==> src/rtl/pc_update_if.sv <==
// Fetch-side bundle between the CPU control logic and the program-counter block.
// Master drives stall/redirect decisions; slave returns the fetch address and status.
interface pc_update_if #(
    parameter int CNT_W = 16
);
    logic             busywait;
    logic             beq_taken;
    logic             bne_taken;
    logic             jump;
    logic [7:0]       offset;
    logic [31:0]      pc;
    logic [31:0]      pc_plus4;
    logic             stalled;
    logic [CNT_W-1:0] instr_count;

    modport master (
        output busywait, beq_taken, bne_taken, jump, offset,
        input  pc, pc_plus4, stalled, instr_count
    );

    modport slave (
        input  busywait, beq_taken, bne_taken, jump, offset,
        output pc, pc_plus4, stalled, instr_count
    );
endinterface

==> src/rtl/pc_update.sv <==
// Program counter with next-PC select (sequential / branch / jump) and stall-safe redirect capture.
// Latency: decisions sampled at edge N appear on pc after edge N; pc_plus4 is combinational.
// Backpressure: busywait freezes pc; a redirect seen during the stall is held and applied on release.
module pc_update #(
    parameter logic [31:0] RESET_PC = 32'd0,
    parameter int          CNT_W    = 16
) (
    input  logic        clk,
    input  logic        reset,
    pc_update_if.slave  bus
);

    typedef enum logic [1:0] {
        RUN           = 2'd0,
        HOLD          = 2'd1,
        HOLD_REDIRECT = 2'd2
    } state_t;

    state_t           state;
    logic [31:0]      pc;
    logic [31:0]      pend;
    logic             stalled;
    logic [CNT_W-1:0] cnt;

    logic [31:0]      pc_plus4;
    logic [31:0]      target;
    logic [31:0]      next_seq;
    logic             redirect;

    assign pc_plus4 = pc + 32'd4;
    // offset counts instruction words, so scale by 4 before adding
    assign target   = pc_plus4 + {{22{bus.offset[7]}}, bus.offset, 2'b00};
    assign redirect = bus.jump | bus.beq_taken | bus.bne_taken;
    assign next_seq = redirect ? target : pc_plus4;

    always_ff @(posedge clk or negedge reset) begin
        if (!reset) begin
            state   <= RUN;
            pc      <= RESET_PC;
            pend    <= 32'd0;
            stalled <= 1'b0;
            cnt     <= '0;
        end else begin
            case (state)
                RUN: begin
                    if (!bus.busywait) begin
                        pc  <= next_seq;
                        cnt <= cnt + 1'b1;
                    end else if (redirect) begin
                        pend    <= target;
                        state   <= HOLD_REDIRECT;
                        stalled <= 1'b1;
                    end else begin
                        state   <= HOLD;
                        stalled <= 1'b1;
                    end
                end
                HOLD: begin
                    if (bus.busywait) begin
                        if (redirect) begin
                            pend  <= target;
                            state <= HOLD_REDIRECT;
                        end
                    end else begin
                        pc      <= next_seq;
                        cnt     <= cnt + 1'b1;
                        state   <= RUN;
                        stalled <= 1'b0;
                    end
                end
                HOLD_REDIRECT: begin
                    // first captured target wins; live redirect inputs are ignored here
                    if (!bus.busywait) begin
                        pc      <= pend;
                        cnt     <= cnt + 1'b1;
                        state   <= RUN;
                        stalled <= 1'b0;
                    end
                end
                default: begin
                    state   <= RUN;
                    stalled <= 1'b0;
                end
            endcase
        end
    end

    assign bus.pc          = pc;
    assign bus.pc_plus4    = pc_plus4;
    assign bus.stalled     = stalled;
    assign bus.instr_count = cnt;

endmodule
==> src/flat_wrapper.sv <==
// flat-port wrapper written by rule: the top's interface ports become plain ports
module pc_update_flat 
#(
    parameter logic [31:0] RESET_PC = 32'd0,
    parameter int          CNT_W    = 16
)
  (clk, reset, bus_busywait, bus_beq_taken, bus_bne_taken, bus_jump, bus_offset, bus_pc, bus_pc_plus4, bus_stalled, bus_instr_count);
  pc_update_if #(.CNT_W(CNT_W)) bus_i ();
  input  logic clk;
  input  logic reset;
  input wire logic [$bits(bus_i.busywait)-1:0] bus_busywait;
  input wire logic [$bits(bus_i.beq_taken)-1:0] bus_beq_taken;
  input wire logic [$bits(bus_i.bne_taken)-1:0] bus_bne_taken;
  input wire logic [$bits(bus_i.jump)-1:0] bus_jump;
  input wire logic [$bits(bus_i.offset)-1:0] bus_offset;
  output wire logic [$bits(bus_i.pc)-1:0] bus_pc;
  output wire logic [$bits(bus_i.pc_plus4)-1:0] bus_pc_plus4;
  output wire logic [$bits(bus_i.stalled)-1:0] bus_stalled;
  output wire logic [$bits(bus_i.instr_count)-1:0] bus_instr_count;
  assign bus_i.busywait = bus_busywait;
  assign bus_i.beq_taken = bus_beq_taken;
  assign bus_i.bne_taken = bus_bne_taken;
  assign bus_i.jump = bus_jump;
  assign bus_i.offset = bus_offset;
  assign bus_pc = bus_i.pc;
  assign bus_pc_plus4 = bus_i.pc_plus4;
  assign bus_stalled = bus_i.stalled;
  assign bus_instr_count = bus_i.instr_count;
  pc_update #(.RESET_PC(RESET_PC), .CNT_W(CNT_W)) u_core (.clk(clk), .reset(reset), .bus(bus_i));
endmodule
==> config.mk <==
export PLATFORM = sky130hd
export DESIGN_NAME = pc_update_flat
export DESIGN_NICKNAME = d
export VERILOG_FILES = /design/src/rtl/pc_update_if.sv /design/src/rtl/pc_update.sv /design/src/flat_wrapper.sv
export SDC_FILE = /design/constraint.sdc
export NUM_CORES = 1
export LEC_CHECK = 0
export CAP_MARGIN = 20
export CORE_ASPECT_RATIO = 1.1
export CORE_UTILIZATION = 40
export DETAILED_ROUTE_END_ITERATION = 16
export PLACE_DENSITY_LB_ADDON = 0.05
export SLEW_MARGIN = 20
export SYNTH_ARGS = -nofsm -noshare
export SYNTH_HDL_FRONTEND = slang
export SYNTH_SLANG_ARGS = --single-unit
==> constraint.sdc <==
create_clock -name clk -period 4.1 [get_ports clk]
set_clock_uncertainty 0.05 [all_clocks]
set_input_delay 0.41 -clock clk [delete_from_list [all_inputs] [get_ports clk]]
set_output_delay 0.41 -clock clk [all_outputs]
set_load 0.02 [all_outputs]
==> load_flow_metrics.sql <==
INSERT INTO impl_metrics (metric_group, metric, value, unit) VALUES
('power', 'cellPowerDensity', '897.2', 'nW/um2'),
('critical_path', 'worstPathBufferInverterCount', '1', ''),
('clock_network', 'clk_transition_reported_paths', '70', 'ps'),
('sta', 'total_setup_violations_reported_at_the_end_of_the_flow', '0', ''),
('drt', 'routed_via_density', '5.470', ''),
('logic_synthesis', 'synth.yosys.warnings', '0', ''),
('critical_path', 'path_delay_family', 'simple AND/OR/NAND/NOR gates', ''),
('logic_synthesis', 'syn_nets', '721', ''),
('sta', 'min_period_over_period', '0.9337', ''),
('logic_synthesis', 'mean_syn_cell_area', '8.822', 'um2'),
('critical_path', 'path_max_fanout', '6', ''),
('grt', 'via_count_of_the_first_global_routing_pass', '5294', ''),
('power', 'leakage', '0.003261', 'uW'),
('die', 'core.rowCount', '46', ''),
('logic_synthesis', 'synth-seq-area-share', '0.3540', ''),
('critical_path', 'critPathCaptureType', 'flip-flop', ''),
('critical_path', 'ff2ff_setup_slack', '270', 'ps'),
('drt', 'drt.antenna.violating_nets', '0', ''),
('logic_synthesis', 'post_synth_edffs', '0', ''),
('power', 'max-vdd-ir-drop', '444.3', 'uV'),
('cells_and_area', 'num_antenna_cells', '0', ''),
('drt', '1st_iter_drt_viols', '234', ''),
('grt', 'grt_first_pass_wirelength', '27.48', 'mm'),
('cells_and_area', 'post-route-util', '0.5135', ''),
('clock_network', 'clock_latency', '350', 'ps'),
('cells_and_area', 'areaGrowthSynthToFinish', '25.93', '%'),
('sta', 'hold_violations', '0', ''),
('sta', 'final_period_minus_worst_setup_slack', '3828', 'ps'),
('die', 'fp.dieArea', '15160', 'um2'),
('logic_synthesis', 'total_of_flip_flops_plus_latches_after_synthesis', '83', ''),
('status', 'run_status', 'completed', ''),
('critical_path', 'crit_path_max_incr_delay', '490', 'ps'),
('grt', 'grt_max_degree', '84', ''),
('sta', 'max-slew-margin-rel', '0.4663', ''),
('critical_path', 'critPathLaunchType', 'flip-flop', ''),
('sta', 'maximum_frequency_from_static_timing_analysis', '261.2', 'MHz'),
('cells_and_area', 'layout-drive-gt1-share', '0.1031', ''),
('critical_path', 'critPathArrivalTime', '4020', 'ps'),
('critical_path', 'path_cells', 'nand4_1 -> buf_4 -> nor2_2 -> and2_1 -> nand2_1 -> xnor2_2 -> ha_1 -> nand2_1 -> o21ai_0 -> a21oi_2 -> o211a_1 -> nor3_2 -> a31oi_1 -> xor2_1 -> a221oi_1', ''),
('drt', 'avgRoutedWirePerCell', '17.59', 'um'),
('sta', 'worst_pin_slew', '800.6', 'ps'),
('drt', 'drt-pass1-iter-count', '5', ''),
('drt', 'totalWireLength', '16.85', 'mm'),
('min_path', 'min_path_type', 'in -> async', ''),
('clock_network', 'htreeDepth', '3', ''),
('cells_and_area', 'final_nets', '817', ''),
('die', 'chipWidth', '117.5', 'um'),
('clock_network', 'clkSinkCount', '83', ''),
('critical_path', 'worst_ep_required_time', '4290', 'ps'),
('clock_network', 'cts-hold-fix-buffers', '0', ''),
('clock_network', 'cts_tree', 'done', ''),
('clock_network', 'clk_path_buf_depth', '2', ''),
('die', 'core_area', '14390', 'um2'),
('clock_network', 'cts_buffers', '9', ''),
('critical_path', 'worst-setup-path-type', 'reg -> reg', ''),
('logic_synthesis', 'synth_cell_type_count', '54', ''),
('placed_design', 'dp_hpwl', '11.99', 'mm'),
('sta', 'final_max_slew_viol_count', '0', ''),
('logic_synthesis', 'postSynth.topFlopCell', 'sky130_fd_sc_hd__dfrtp_1', ''),
('clock_network', 'cts-root-buf', 'sky130_fd_sc_hd__clkbuf_16', ''),
('logic_synthesis', 'ys_async_sr_fraction', '1.000', ''),
('die', 'initial_core_util', '0.4077', ''),
('placed_design', 'port_buffers', '94', ''),
('critical_path', 'cp_common_cell', 'sky130_fd_sc_hd__nand2_1', ''),
('sta', 'setup-tns-final', '0', 'ps'),
('drt', 'route.vias.total', '5240', ''),
('grt', 'grt_antenna_before_repair', '0', ''),
('die', 'die_h', '129.0', 'um'),
('grt', 'grt_use_total', '0.2302', ''),
('placed_design', 'placer_s_final_routability_congestion_estimate', '0.9647', ''),
('grt', 'globalRoute.totalOverflow', '0', ''),
('critical_path', 'critical_path.slowest_cell', 'sky130_fd_sc_hd__dfrtp_1', ''),
('job', 'drv_cap', '0', ''),
('drt', 'detail_route.drc_violations', '0', ''),
('logic_synthesis', 'post_synth_instance_area', '5867', 'um2'),
('logic_synthesis', 'syn_inst', '665', ''),
('die', 'io_pins', '95', '');
==> cells by family (layout without fill, tap and decap cells) <==
kind of cell    count (synthesis)  in the layout  share of synthesized area
mux                            31             31                    0.05822
compound gates                181            181                     0.1836
flops                          83             83                     0.3540
buf+inv                        45            146                    0.03263
simple gates                  211            211                     0.1732
xor+xnor                       72             72                     0.1075
fa+ha+maj                      42             42                    0.09085
==> synth_stat cells (all sizes together) (2+ instances only) <==
cell type   n  area share
nand2      91       0.058
dfrtp      83        0.35
a21oi      66       0.057
o21ai      57       0.049
xnor2      44       0.066
ha         41       0.087
nor2       36       0.023
xor2       28       0.042
mux2       25       0.048
nand3      25       0.023
clkbuf     21       0.013
a21o       18       0.023
inv        15      0.0096
and3       14       0.015
nand4      14       0.016
nor3       11       0.014
buf         9      0.0096
or3         7      0.0075
mux2i       6       0.010
o21bai      5      0.0064
o31ai       5      0.0073
a211oi      4      0.0051
and4        4      0.0060
o21a        4      0.0051
o22ai       4      0.0043
and2        3      0.0032
nand2b      3      0.0032
o211ai      3      0.0047
a221oi      2      0.0030
a22o        2      0.0030
a31oi       2      0.0021
==> layout by cell type, fill, tap and decap left out, types with 15 or more instances in the layout <==
cell type                         synthesis  final
sky130_fd_sc_hd__xor2_1                  28     27
sky130_fd_sc_hd__clkdlybuf4s50_1          0     93
sky130_fd_sc_hd__inv_1                   15     15
sky130_fd_sc_hd__a21o_1                  18     18
sky130_fd_sc_hd__nor2_1                  36     35
sky130_fd_sc_hd__mux2_2                  25     25
sky130_fd_sc_hd__dfrtp_1                 83     83
sky130_fd_sc_hd__nand2_1                 91     91
sky130_fd_sc_hd__xnor2_1                 44     42
sky130_fd_sc_hd__ha_1                    41     40
sky130_fd_sc_hd__nand3_1                 24     24
sky130_fd_sc_hd__buf_4                    4     21
sky130_fd_sc_hd__a21oi_1                 65     65
sky130_fd_sc_hd__o21ai_0                 49     49
==> repair_timing <==
item                                    CTS  global route
gates resized for setup                   0             5
buffers inserted                          0             2
endpoints found under the setup margin    0             7
==> sequential cells by signal, summed over array words and instances (netlist names) <==
| signal | cells |
|---|---|
| u_core.bus.pc | 32 |
| u_core.pend | 32 |
| u_core.bus.instr_count | 16 |
| u_core.bus.stalled | 1 |
| u_core.state | 2 |
==> layout make-up <==
cell class,count,area (um2)
flip-flops and latches,83,2077
well taps,192,240.2
clock buffers,9,225.2
clock inverters,7,58.81
inverters,15,56.30
repair buffers,115,1100
multi-input cells,537,3631
fillers,1418,7000
==> worst paths after layout <==
kind	startpoint	to	cells past startpoint
max	u_core.bus.pc[10]$_DFFE_PN0P_	u_core.bus.pc[30]$_DFFE_PN0P_	15
min	reset	u_core.pend[27]$_DFFE_PN0P_	1
max reg2reg	u_core.bus.pc[10]$_DFFE_PN0P_	u_core.bus.pc[30]$_DFFE_PN0P_	15
min reg2reg	u_core.bus.instr_count[15]$_DFFE_PN0P_	u_core.bus.instr_count[15]$_DFFE_PN0P_	1
max in group asynchronous	reset	u_core.bus.pc[10]$_DFFE_PN0P_	1
min in group clk	u_core.bus.instr_count[15]$_DFFE_PN0P_	u_core.bus.instr_count[15]$_DFFE_PN0P_	1
==> power breakdown <==
group | switching [uW] | total [uW] | internal [uW]
combinational | 2390 | 4280 | 1890
clock | 388 | 811 | 423
sequential | 355 | 1540 | 1180
==> through the flow <==
stage               cells  hold WS (ps)  setup WS [ps]  total power [uW]  cell area (um2)
global route          958         157.6         -17.80              7152             7388
finish                958         61.21          271.7              6629             7388
CTS                   956         268.1          121.4              6632             7342
global placement      940         408.1          210.4              5749             7058
detailed placement    940         415.2          135.5              5793             7058
floorplan             665         64.41          313.4              4292             5867
==> layer usage <==
metal  up-vias  global-route usage  part of all wire
met3        30             0.04005             0.043
met2       117              0.3940              0.48
met4         0             0.09427             0.022
met1      2521              0.2900              0.46
met5         -                   0                 0
li1       2572                   -                 -
No activity file was read; power rests on OpenSTA's default activity.
